### src/rtl/instruction_fetch_pkg.sv
// Shared definitions for the fetch stage: state encoding, widths, reset PC and offset helper.
package instruction_fetch_pkg;

    localparam int unsigned INSTR_W = 32;
    localparam logic [31:0] DEFAULT_RESET_PC = 32'h0000_0000;

    typedef enum logic [0:0] {
        StRun    = 1'b0,
        StHalted = 1'b1
    } fetch_state_e;

    // Word offset to byte offset: sign-extend then shift left by two.
    function automatic logic [31:0] sext_shift2(input logic [15:0] imm);
        return {{14{imm[15]}}, imm, 2'b00};
    endfunction

endpackage

### src/rtl/instruction_fetch_if.sv
// Fetch-stage bus: instruction memory port, IF/ID handshake, redirect requests and status.
interface instruction_fetch_if #(
    parameter int unsigned CNT_W = 32
);
    logic [31:0]      imem_addr;
    logic [31:0]      imem_data;
    logic [31:0]      if_id_instr;
    logic [31:0]      if_id_pc4;
    logic             if_id_valid;
    logic             id_ready;
    logic             branch_en;
    logic [15:0]      branch_imm16;
    logic             jump_en;
    logic [25:0]      jump_addr26;
    logic             jr_en;
    logic [31:0]      jr_target;
    logic             halt_req;
    logic             halted;
    logic             align_fault;
    logic [CNT_W-1:0] fetch_count;

    modport master (
        output imem_addr, if_id_instr, if_id_pc4, if_id_valid, halted, align_fault, fetch_count,
        input  imem_data, id_ready, branch_en, branch_imm16, jump_en, jump_addr26, jr_en,
               jr_target, halt_req
    );

    modport slave (
        input  imem_addr, if_id_instr, if_id_pc4, if_id_valid, halted, align_fault, fetch_count,
        output imem_data, id_ready, branch_en, branch_imm16, jump_en, jump_addr26, jr_en,
               jr_target, halt_req
    );
endinterface

### src/rtl/instruction_fetch_next_pc.sv
// Redirect target selection (jr > jump > branch) relative to the held IF/ID word, plus
// alignment check of the chosen target.
module instruction_fetch_next_pc
    import instruction_fetch_pkg::*;
(
    input  logic [31:0] pc4,
    input  logic        branch_en,
    input  logic [15:0] branch_imm16,
    input  logic        jump_en,
    input  logic [25:0] jump_addr26,
    input  logic        jr_en,
    input  logic [31:0] jr_target,
    output logic [31:0] target,
    output logic        redirect_req,
    output logic        misaligned
);

    logic [31:0] branch_target;
    logic [31:0] jump_target;

    assign branch_target = pc4 + sext_shift2(branch_imm16);
    assign jump_target   = {pc4[31:28], jump_addr26, 2'b00};

    always_comb begin
        target = branch_target;
        if (jr_en) begin
            target = jr_target;
        end else if (jump_en) begin
            target = jump_target;
        end
    end

    assign redirect_req = jr_en | jump_en | branch_en;
    assign misaligned   = redirect_req & (target[1:0] != 2'b00);

endmodule

### src/rtl/instruction_fetch.sv
// Fetch stage: owns the PC, drives instruction memory and holds one fetched word in IF/ID
// behind a valid/ready handshake; redirects and halt are resolved against the held word.
module instruction_fetch
    import instruction_fetch_pkg::*;
#(
    parameter logic [31:0] RESET_PC = DEFAULT_RESET_PC,
    parameter int unsigned CNT_W    = 32
) (
    input logic                 clk,
    input logic                 reset,
    instruction_fetch_if.master bus
);

    fetch_state_e     state_q, state_d;
    logic [31:0]      pc_q, pc_d;
    logic [31:0]      instr_q, instr_d;
    logic [31:0]      pc4_q, pc4_d;
    logic             valid_q, valid_d;
    logic             fault_q, fault_d;
    logic [CNT_W-1:0] count_q, count_d;

    logic [31:0] target;
    logic        redirect_req;
    logic        misaligned;
    logic        consume;
    logic        redirect;
    logic [31:0] pc_plus4;

    instruction_fetch_next_pc u_next_pc (
        .pc4          (pc4_q),
        .branch_en    (bus.branch_en),
        .branch_imm16 (bus.branch_imm16),
        .jump_en      (bus.jump_en),
        .jump_addr26  (bus.jump_addr26),
        .jr_en        (bus.jr_en),
        .jr_target    (bus.jr_target),
        .target       (target),
        .redirect_req (redirect_req),
        .misaligned   (misaligned)
    );

    assign consume  = valid_q & bus.id_ready;
    assign redirect = consume & redirect_req;
    assign pc_plus4 = pc_q + 32'd4;

    always_ff @(posedge clk) begin
        if (reset) begin
            state_q <= StRun;
        end else begin
            state_q <= state_d;
        end
    end

    always_comb begin
        state_d = state_q;
        unique case (state_q)
            StRun: begin
                if (redirect ? misaligned : bus.halt_req) begin
                    state_d = StHalted;
                end
            end
            StHalted: state_d = StHalted;
            default:  state_d = StRun;
        endcase
    end

    always_comb begin
        bus.halted = (state_q == StHalted);
    end

    always_comb begin
        pc_d    = pc_q;
        instr_d = instr_q;
        pc4_d   = pc4_q;
        valid_d = valid_q;
        fault_d = fault_q;
        count_d = count_q;
        if (state_q == StRun) begin
            if (redirect) begin
                // The held word is wrong-path: squash it and do not capture this cycle.
                valid_d = 1'b0;
                if (misaligned) begin
                    fault_d = 1'b1;
                end else begin
                    pc_d = target;
                end
            end else if (bus.halt_req) begin
                if (consume) begin
                    valid_d = 1'b0;
                end
            end else if (!valid_q || consume) begin
                instr_d = bus.imem_data;
                pc4_d   = pc_plus4;
                valid_d = 1'b1;
                pc_d    = pc_plus4;
                count_d = count_q + CNT_W'(1);
            end
        end else if (consume) begin
            valid_d = 1'b0;
        end
    end

    always_ff @(posedge clk) begin
        if (reset) begin
            pc_q    <= RESET_PC;
            instr_q <= '0;
            pc4_q   <= '0;
            valid_q <= 1'b0;
            fault_q <= 1'b0;
            count_q <= '0;
        end else begin
            pc_q    <= pc_d;
            instr_q <= instr_d;
            pc4_q   <= pc4_d;
            valid_q <= valid_d;
            fault_q <= fault_d;
            count_q <= count_d;
        end
    end

    assign bus.imem_addr   = pc_q;
    assign bus.if_id_instr = instr_q;
    assign bus.if_id_pc4   = pc4_q;
    assign bus.if_id_valid = valid_q;
    assign bus.align_fault = fault_q;
    assign bus.fetch_count = count_q;

endmodule
### src/flat_wrapper.sv
// flat-port wrapper written by rule: the top's interface ports become plain ports
module instruction_fetch_flat import instruction_fetch_pkg::*;
#(
    parameter logic [31:0] RESET_PC = DEFAULT_RESET_PC,
    parameter int unsigned CNT_W    = 32
)
  (clk, reset, bus_imem_addr, bus_if_id_instr, bus_if_id_pc4, bus_if_id_valid, bus_halted, bus_align_fault, bus_fetch_count, bus_imem_data, bus_id_ready, bus_branch_en, bus_branch_imm16, bus_jump_en, bus_jump_addr26, bus_jr_en, bus_jr_target, bus_halt_req);
  instruction_fetch_if #(.CNT_W(CNT_W)) bus_i ();
  input logic clk;
  input logic reset;
  output wire logic [$bits(bus_i.imem_addr)-1:0] bus_imem_addr;
  output wire logic [$bits(bus_i.if_id_instr)-1:0] bus_if_id_instr;
  output wire logic [$bits(bus_i.if_id_pc4)-1:0] bus_if_id_pc4;
  output wire logic [$bits(bus_i.if_id_valid)-1:0] bus_if_id_valid;
  output wire logic [$bits(bus_i.halted)-1:0] bus_halted;
  output wire logic [$bits(bus_i.align_fault)-1:0] bus_align_fault;
  output wire logic [$bits(bus_i.fetch_count)-1:0] bus_fetch_count;
  input wire logic [$bits(bus_i.imem_data)-1:0] bus_imem_data;
  input wire logic [$bits(bus_i.id_ready)-1:0] bus_id_ready;
  input wire logic [$bits(bus_i.branch_en)-1:0] bus_branch_en;
  input wire logic [$bits(bus_i.branch_imm16)-1:0] bus_branch_imm16;
  input wire logic [$bits(bus_i.jump_en)-1:0] bus_jump_en;
  input wire logic [$bits(bus_i.jump_addr26)-1:0] bus_jump_addr26;
  input wire logic [$bits(bus_i.jr_en)-1:0] bus_jr_en;
  input wire logic [$bits(bus_i.jr_target)-1:0] bus_jr_target;
  input wire logic [$bits(bus_i.halt_req)-1:0] bus_halt_req;
  assign bus_imem_addr = bus_i.imem_addr;
  assign bus_if_id_instr = bus_i.if_id_instr;
  assign bus_if_id_pc4 = bus_i.if_id_pc4;
  assign bus_if_id_valid = bus_i.if_id_valid;
  assign bus_halted = bus_i.halted;
  assign bus_align_fault = bus_i.align_fault;
  assign bus_fetch_count = bus_i.fetch_count;
  assign bus_i.imem_data = bus_imem_data;
  assign bus_i.id_ready = bus_id_ready;
  assign bus_i.branch_en = bus_branch_en;
  assign bus_i.branch_imm16 = bus_branch_imm16;
  assign bus_i.jump_en = bus_jump_en;
  assign bus_i.jump_addr26 = bus_jump_addr26;
  assign bus_i.jr_en = bus_jr_en;
  assign bus_i.jr_target = bus_jr_target;
  assign bus_i.halt_req = bus_halt_req;
  instruction_fetch #(.RESET_PC(RESET_PC), .CNT_W(CNT_W)) u_core (.clk(clk), .reset(reset), .bus(bus_i));
endmodule
### config.mk
export PLATFORM = sky130hd
export DESIGN_NAME = instruction_fetch_flat
export DESIGN_NICKNAME = d
export VERILOG_FILES = /design/src/rtl/instruction_fetch_pkg.sv /design/src/rtl/instruction_fetch_if.sv /design/src/rtl/instruction_fetch_next_pc.sv /design/src/rtl/instruction_fetch.sv /design/src/flat_wrapper.sv
export SDC_FILE = /design/constraint.sdc
export NUM_CORES = 1
export LEC_CHECK = 0
export ABC_CLOCK_PERIOD_IN_PS = 3900
export CAP_MARGIN = 20
export CORE_AREA = 2 2 171 173
export CTS_CLUSTER_DIAMETER = 30
export CTS_CLUSTER_SIZE = 14
export DETAILED_ROUTE_END_ITERATION = 8
export DIE_AREA = 0 0 173 175
export PLACE_DENSITY_LB_ADDON = 0.2
export SYNTH_ARGS = -nofsm -noshare
export SYNTH_HDL_FRONTEND = slang
export SYNTH_SLANG_ARGS = --single-unit
### constraint.sdc
create_clock -name clk -period 3.9 [get_ports clk]
set_input_delay 0.585 -clock clk [delete_from_list [all_inputs] [get_ports clk]]
set_output_delay 0.585 -clock clk [all_outputs]
set_load 0.1 [all_outputs]
==> flow_summary.yaml, run 1 <==
cts:
  cts_setup_buffers: 0
  cts_resized: 0
  cts_buffers: 17
  clockBufferDepth: 2
  htreeDepth: 4
  root_buffer: "clkbuf_16"
  clock_latency_ns: 0.42
  cts_tree: "built"
  hold_buffers: 0
  clkTransAtPathRegs_ns: 0.07
  cts.sinks: 131
routing:
  dr.pass1.iters: 6
  drt_iter0_markers: 662
  drc: 0
  wl_per_cell_um: 18.9
  drt-total-wl_um: 31700
  ant_nets: 0
  vias: 8739
  avgViaCountPerCell: 5.20
placement:
  portBuffers: 243
  gp_congestion: 0.923
  dpl.hpwl_um: 23300
floorplan:
  fp.dieH_um: 175
  ios: 244
  initial_core_util: 0.285
  die_x_um: 173
  rows: 62
  core_um2: 28400
  die-area_um2: 30300
layout:
  area_growth_pct: 42.3
  drive_above_1_share: 0.0564
  mostFrequentLayoutCell: "clkdlybuf4s50_1"
  post-route-util: 0.406
  nFillCells: 2960
  nNetsFinal: 1426
  most-common-layout-cells: "241 x clkdlybuf4s50_1, 154 x nand2_1, 131 x dfxtp_1, 125 x a21oi_1, 108 x nor2_1"
setup_path:
  crit_type: "input pin to register"
  crit_fanout: 3
  rr_worst_depth: 10
  cpPeakStageDelay_ns: 0.44
  required_ns: 4.23
  cp_data_arrival_time_ns: 3.75
  slowest_stage: "fa_1"
  end_kind: "register"
  r2r_setup_slack_ns: 0.69
  crit_chain: "clkdlybuf4s50_1, ha_1, fa_1, a211oi_1, nor2_2, a311o_2, a31oi_2, nor3b_2, o2111ai_1, mux2_1, o32ai_1"
  start_kind: "input pin"
  r2r-start: "u_core.bus.if_id_pc4[2]"
  r2r-end: "u_core.bus.imem_addr[24]"
timing:
  fmax_mhz: 293
  period_share: 0.876
  tightest_slew_ns: 1.05
  setup_violations: 0
  rsz0062_at_grt: "no"
  final-hold-violation-count: 0
  min_period_ns: 3.42
  hold_slack_ns: 0.452
  finalClockSkew_ns: 0.0103
  relSlewSlack: 0.295
  drv_slew: 0
  final.setup.tns_ns: 0
global_routing:
  grt_pass1_wl_um: 49100
  grt_pass1_vias: 8488
  track_usage: 0.206
  grt_max_degree: 67
  grt.overflow.total: 0
  antenna_found_initial: 3
synth:
  yosysUniqueCellTypes: 71
  avgSynthCellArea_um2: 7.58
  yosysSeqAreaShare: 0.324
  ys.flop_type: "dfxtp_1"
  synth.cell_area_um2: 8110
  synth_seq_cells: 131
  syn_inst: 1070
  syn_nets: 1215
  synthArstFlopShare: 0
  synth-edff-count: 0
  ys_warn_count: 0
power_and_ir_drop:
  leakage_nw: 4.21
  ir_drop_mv: 0.231
  power.density_nw_per_um2: 389
worst_hold_path:
  min_path_cells: 2
  worstHoldStart: "u_core.bus.if_id_instr[28]"
  hold_path.class: "register to register"
  hold_path_end: "u_core.bus.if_id_instr[28]"
status:
  status: "complete, no violations"
job:
  max_cap_viol_count: 0
==> worst max path at each step <==
stage / startpoint / to / slack, ns / cells past startpoint
after floorplan: u_core.bus.if_id_pc4[2] / u_core.bus.imem_addr[24] / 0.50 / 10
after global placement: bus_branch_imm16[0] / u_core.bus.imem_addr[24] / 0.13 / 11
after detailed placement: bus_branch_imm16[0] / u_core.bus.imem_addr[24] / 0.14 / 11
after CTS: bus_branch_imm16[0] / u_core.bus.imem_addr[24] / 0.56 / 11
after global routing: bus_branch_imm16[0] / u_core.bus.imem_addr[24] / 0.38 / 11
final: bus_branch_imm16[0] / u_core.bus.imem_addr[24] / 0.48 / 11
==> report_power, final <==
part | total, mW | switching, mW | internal, mW
Sequential | 1.46 | 0.0646 | 1.40
Clock | 1.76 | 0.681 | 1.08
Combinational | 1.26 | 0.867 | 0.398
Total | 4.48 | 1.61 | 2.87
==> kinds of logic after synthesis <==
group / Yosys count / synth area share
simple gates: 415 / 0.245
compound gates: 324 / 0.249
flops: 131 / 0.324
buf+inv: 88 / 0.0443
xor+xnor: 70 / 0.0756
fa+ha+maj: 32 / 0.0503
mux: 10 / 0.0128
==> cell type report <==
type	instances	area [um^2]	area share
inverter	17	63.8	0.00553
clock inverter	15	205	0.0178
sequential	131	2620	0.227
multi-input combinational	851	5150	0.447
timing repair buffer	263	2570	0.223
tap	384	480	0.0417
clock buffer	17	425	0.0369
antenna	2	5.00	0.000434
==> per-stage QoR <==
stage               setup slack (ns)  area, um^2  std cells  total power, mW
global placement               0.131       10900       1646             2.74
CTS                            0.558       11500       1678             4.51
finish                         0.484       11500       1680             4.48
floorplan                      0.497        8110       1070             2.33
detailed placement             0.140       10900       1646             2.74
global route                   0.377       11500       1680             4.66
==> synthesized netlist by cell type (3+ instances only) <==
library cell | number | area, um^2
o221ai_1 | 4 | 35.0
o31ai_1 | 4 | 30.0
nor3_1 | 27 | 135
nor4_1 | 5 | 31.3
nor3b_1 | 4 | 30.0
clkbuf_1 | 42 | 158
a21o_1 | 17 | 128
xor2_1 | 36 | 315
nand4_1 | 20 | 125
dfxtp_1 | 131 | 2620
nand2b_1 | 5 | 31.3
o21a_1 | 6 | 45.0
a211oi_1 | 32 | 240
and2_1 | 6 | 37.5
and4_1 | 15 | 131
o21ai_0 | 57 | 285
o21ai_1 | 6 | 30.0
o2111ai_1 | 3 | 26.3
nor2b_1 | 4 | 25.0
o211ai_1 | 11 | 82.6
a21oi_1 | 125 | 626
a22oi_1 | 3 | 22.5
ha_1 | 31 | 388
buf_4 | 3 | 22.5
buf_1 | 12 | 45.0
mux2i_1 | 7 | 70.1
nand3_1 | 21 | 105
a311oi_1 | 3 | 26.3
or3_1 | 8 | 50.1
nand2_1 | 154 | 578
o21bai_1 | 4 | 30.0
inv_1 | 17 | 63.8
nor2_1 | 108 | 405
xnor2_1 | 34 | 298
o211a_1 | 3 | 30.0
nor3b_2 | 3 | 37.5
and3_1 | 23 | 144
o22ai_1 | 8 | 50.1
a31oi_1 | 14 | 87.6
o32ai_1 | 4 | 35.0
buf_2 | 14 | 70.1
==> registers in the layout, indices dropped and copies added, names as in the netlist <==
name / flops
u_core.bus.if_id_valid: 1
u_core.bus.fetch_count: 32
u_core.bus.align_fault: 1
u_core.bus.if_id_pc4: 32
u_core.bus.imem_addr: 32
u_core.bus.halted: 1
u_core.bus.if_id_instr: 32
==> critical path: cells and delay by family <==
family                   cells  cell delay [ns]
AO/OA/AOI/OAI                5             1.54
adder cells (fa/ha/maj)      2             0.67
buffers and inverters        1             0.40
multiplexers                 1             0.35
AND/OR/NAND/NOR              2             0.20
==> per-layer routing <==
layer  track usage  routed length (um)  up-vias
met5             0                  13        -
met3        0.0557                2500       44
li1              -                   -     4280
met2         0.315               13900      336
met1         0.282               14600     4077
met4        0.0653                 704        2
Note: power is estimated with default switching activity, not from simulation.
==> inputs of run 2 (changes only) <==
--- a/config.mk
+++ b/config.mk
@@ -12,6 +12,7 @@
 export CTS_CLUSTER_SIZE = 14
 export DETAILED_ROUTE_END_ITERATION = 8
 export DIE_AREA = 0 0 173 175
+export GPL_ROUTABILITY_DRIVEN = 0
 export PLACE_DENSITY_LB_ADDON = 0.2
 export SYNTH_ARGS = -nofsm -noshare
 export SYNTH_HDL_FRONTEND = slang
==> flow_summary.yaml, run 2 (synthesized netlist as in run 1, its figures left out) <==
timing:
  relSlewSlack: 0.249
  final-hold-violation-count: 0
  drv_slew: 0
  setup_violations: 0
  fin_ws_ns: 0.516
  final.setup.tns_ns: 0
  tightest_slew_ns: 1.12
  period_share: 0.868
  rsz0062_at_grt: "no"
  min_period_ns: 3.38
  fmax_mhz: 296
  finalClockSkew_ns: 0.0126
setup_path:
  crit_type: "input pin to register"
  cp_data_arrival_time_ns: 3.71
  required_ns: 4.23
  crit_fanout: 3
  start_kind: "input pin"
  end_kind: "register"
power_and_ir_drop:
  leakage_nw: 4.19
  pwr-share-comb: 0.288
  internal_power_mw: 2.76
  ir_drop_mv: 0.209
  switchingPower_mw: 1.61
  power_frac_clock: 0.378
  power.density_nw_per_um2: 381
  seqPwrFrac: 0.334
  p_sw_frac: 0.369
global_routing:
  grt_max_degree: 96
  track_usage: 0.206
  grt_pass1_vias: 8480
  grt_pass1_wl_um: 49100
  antenna_found_initial: 1
  grt.overflow.total: 0
floorplan:
  initial_core_util: 0.285
  core_um2: 28400
  die-area_um2: 30300
  die_x_um: 173
  fp.dieH_um: 175
  ios: 244
  rows: 62
layout:
  area_growth_pct: 41.6
  most-common-layout-cells: "241 x clkdlybuf4s50_1, 154 x nand2_1, 131 x dfxtp_1, 125 x a21oi_1, 108 x nor2_1"
  drive_above_1_share: 0.0549
  mostFrequentLayoutCell: "clkdlybuf4s50_1"
  nNetsFinal: 1425
cts:
  cts_setup_buffers: 0
  clock_latency_ns: 0.42
  cts_tree: "built"
  clockBufferDepth: 2
  root_buffer: "clkbuf_16"
  cts.sinks: 131
  cts_buffers: 17
  clkTransAtPathRegs_ns: 0.07
  htreeDepth: 4
  cts_resized: 0
  hold_buffers: 0
routing:
  avgViaCountPerCell: 5.26
  wl_per_cell_um: 19.0
  dr.pass1.iters: 5
  vias: 8818
  drc: 0
  drt_iter0_markers: 592
  drt-total-wl_um: 31800
  ant_nets: 0
placement:
  dpl.hpwl_um: 23100
  place_ws_ns: 0.105
  portBuffers: 243
job:
  max_cap_viol_count: 0
status:
  status: "complete, no violations"
worst_hold_path:
  hold_path.class: "register to register"
-- run 2: changes by cell type in the layout (fill, tap and decap cells not counted), sizes merged --
cell / change
buf: -1
bufinv: -2
clkbuf: +2
clkinv: -2
diode: -1
inv: +2
-- run 2: layer usage --
layer	GRT usage	part of all wire	up-vias	wire, um
li1	-	-	4289	-
met1	0.274	0.46	4153	14700
met2	0.324	0.44	337	14100
met3	0.0566	0.072	39	2290
met4	0.0657	0.024	0	778
met5	0	0	-	0
-- run 2: worst max-delay path: stages --
cell,delay [ns]
clkdlybuf4s50_1,0.40
ha_1,0.22
fa_1,0.44
a211oi_1,0.38
nor2_2,0.08
a311o_2,0.41
a31oi_2,0.24
nor3b_2,0.10
o2111ai_1,0.25
mux2_1,0.35
o32ai_1,0.25
-- run 2: stage by stage --
step | total power, mW | instances | cell area, um^2 | util | hold WS, ns
finish | 4.38 | 1678 | 11500 | 0.404 | 0.451
CTS | 4.41 | 1677 | 11500 | 0.404 | 0.455
global route | 4.55 | 1678 | 11500 | 0.404 | 0.469
floorplan | 2.33 | 1070 | 8110 | - | 0.441
global placement | 2.74 | 1645 | 10900 | 0.383 | 0.441
detailed placement | 2.74 | 1645 | 10900 | 0.383 | 0.446
-- run 2: power groups by stage --
stage,clock [mW],combinational (mW),sequential [mW]
after global routing,1.75,1.34,1.47
after CTS,1.70,1.26,1.46
after detailed placement,0,1.25,1.49
final,1.66,1.26,1.46
after global placement,0,1.25,1.49
after floorplan,0,0.447,1.88
-- run 2: path summary, 6_finish.rpt --
kind / start / endpoint / slack (ns) / cells after the start
worst max register to register: u_core.bus.if_id_pc4[2] / u_core.bus.imem_addr[24] / 0.74 / 10
worst min register to register: u_core.bus.if_id_instr[11] / u_core.bus.if_id_instr[11] / 0.45 / 2
worst min-delay path: u_core.bus.if_id_instr[11] / u_core.bus.if_id_instr[11] / 0.45 / 2
worst max-delay path: bus_branch_imm16[0] / u_core.bus.imem_addr[24] / 0.52 / 11
-- run 2: layout make-up --
cell class,count,area [um^2]
antenna,1,2.50
clock buffer,19,443
clock inverter,13,149
fill,2979,16900
inverter,17,63.8
multi-input combinational,851,5150
sequential,131,2620
tap,384,480
timing repair buffer,262,2570
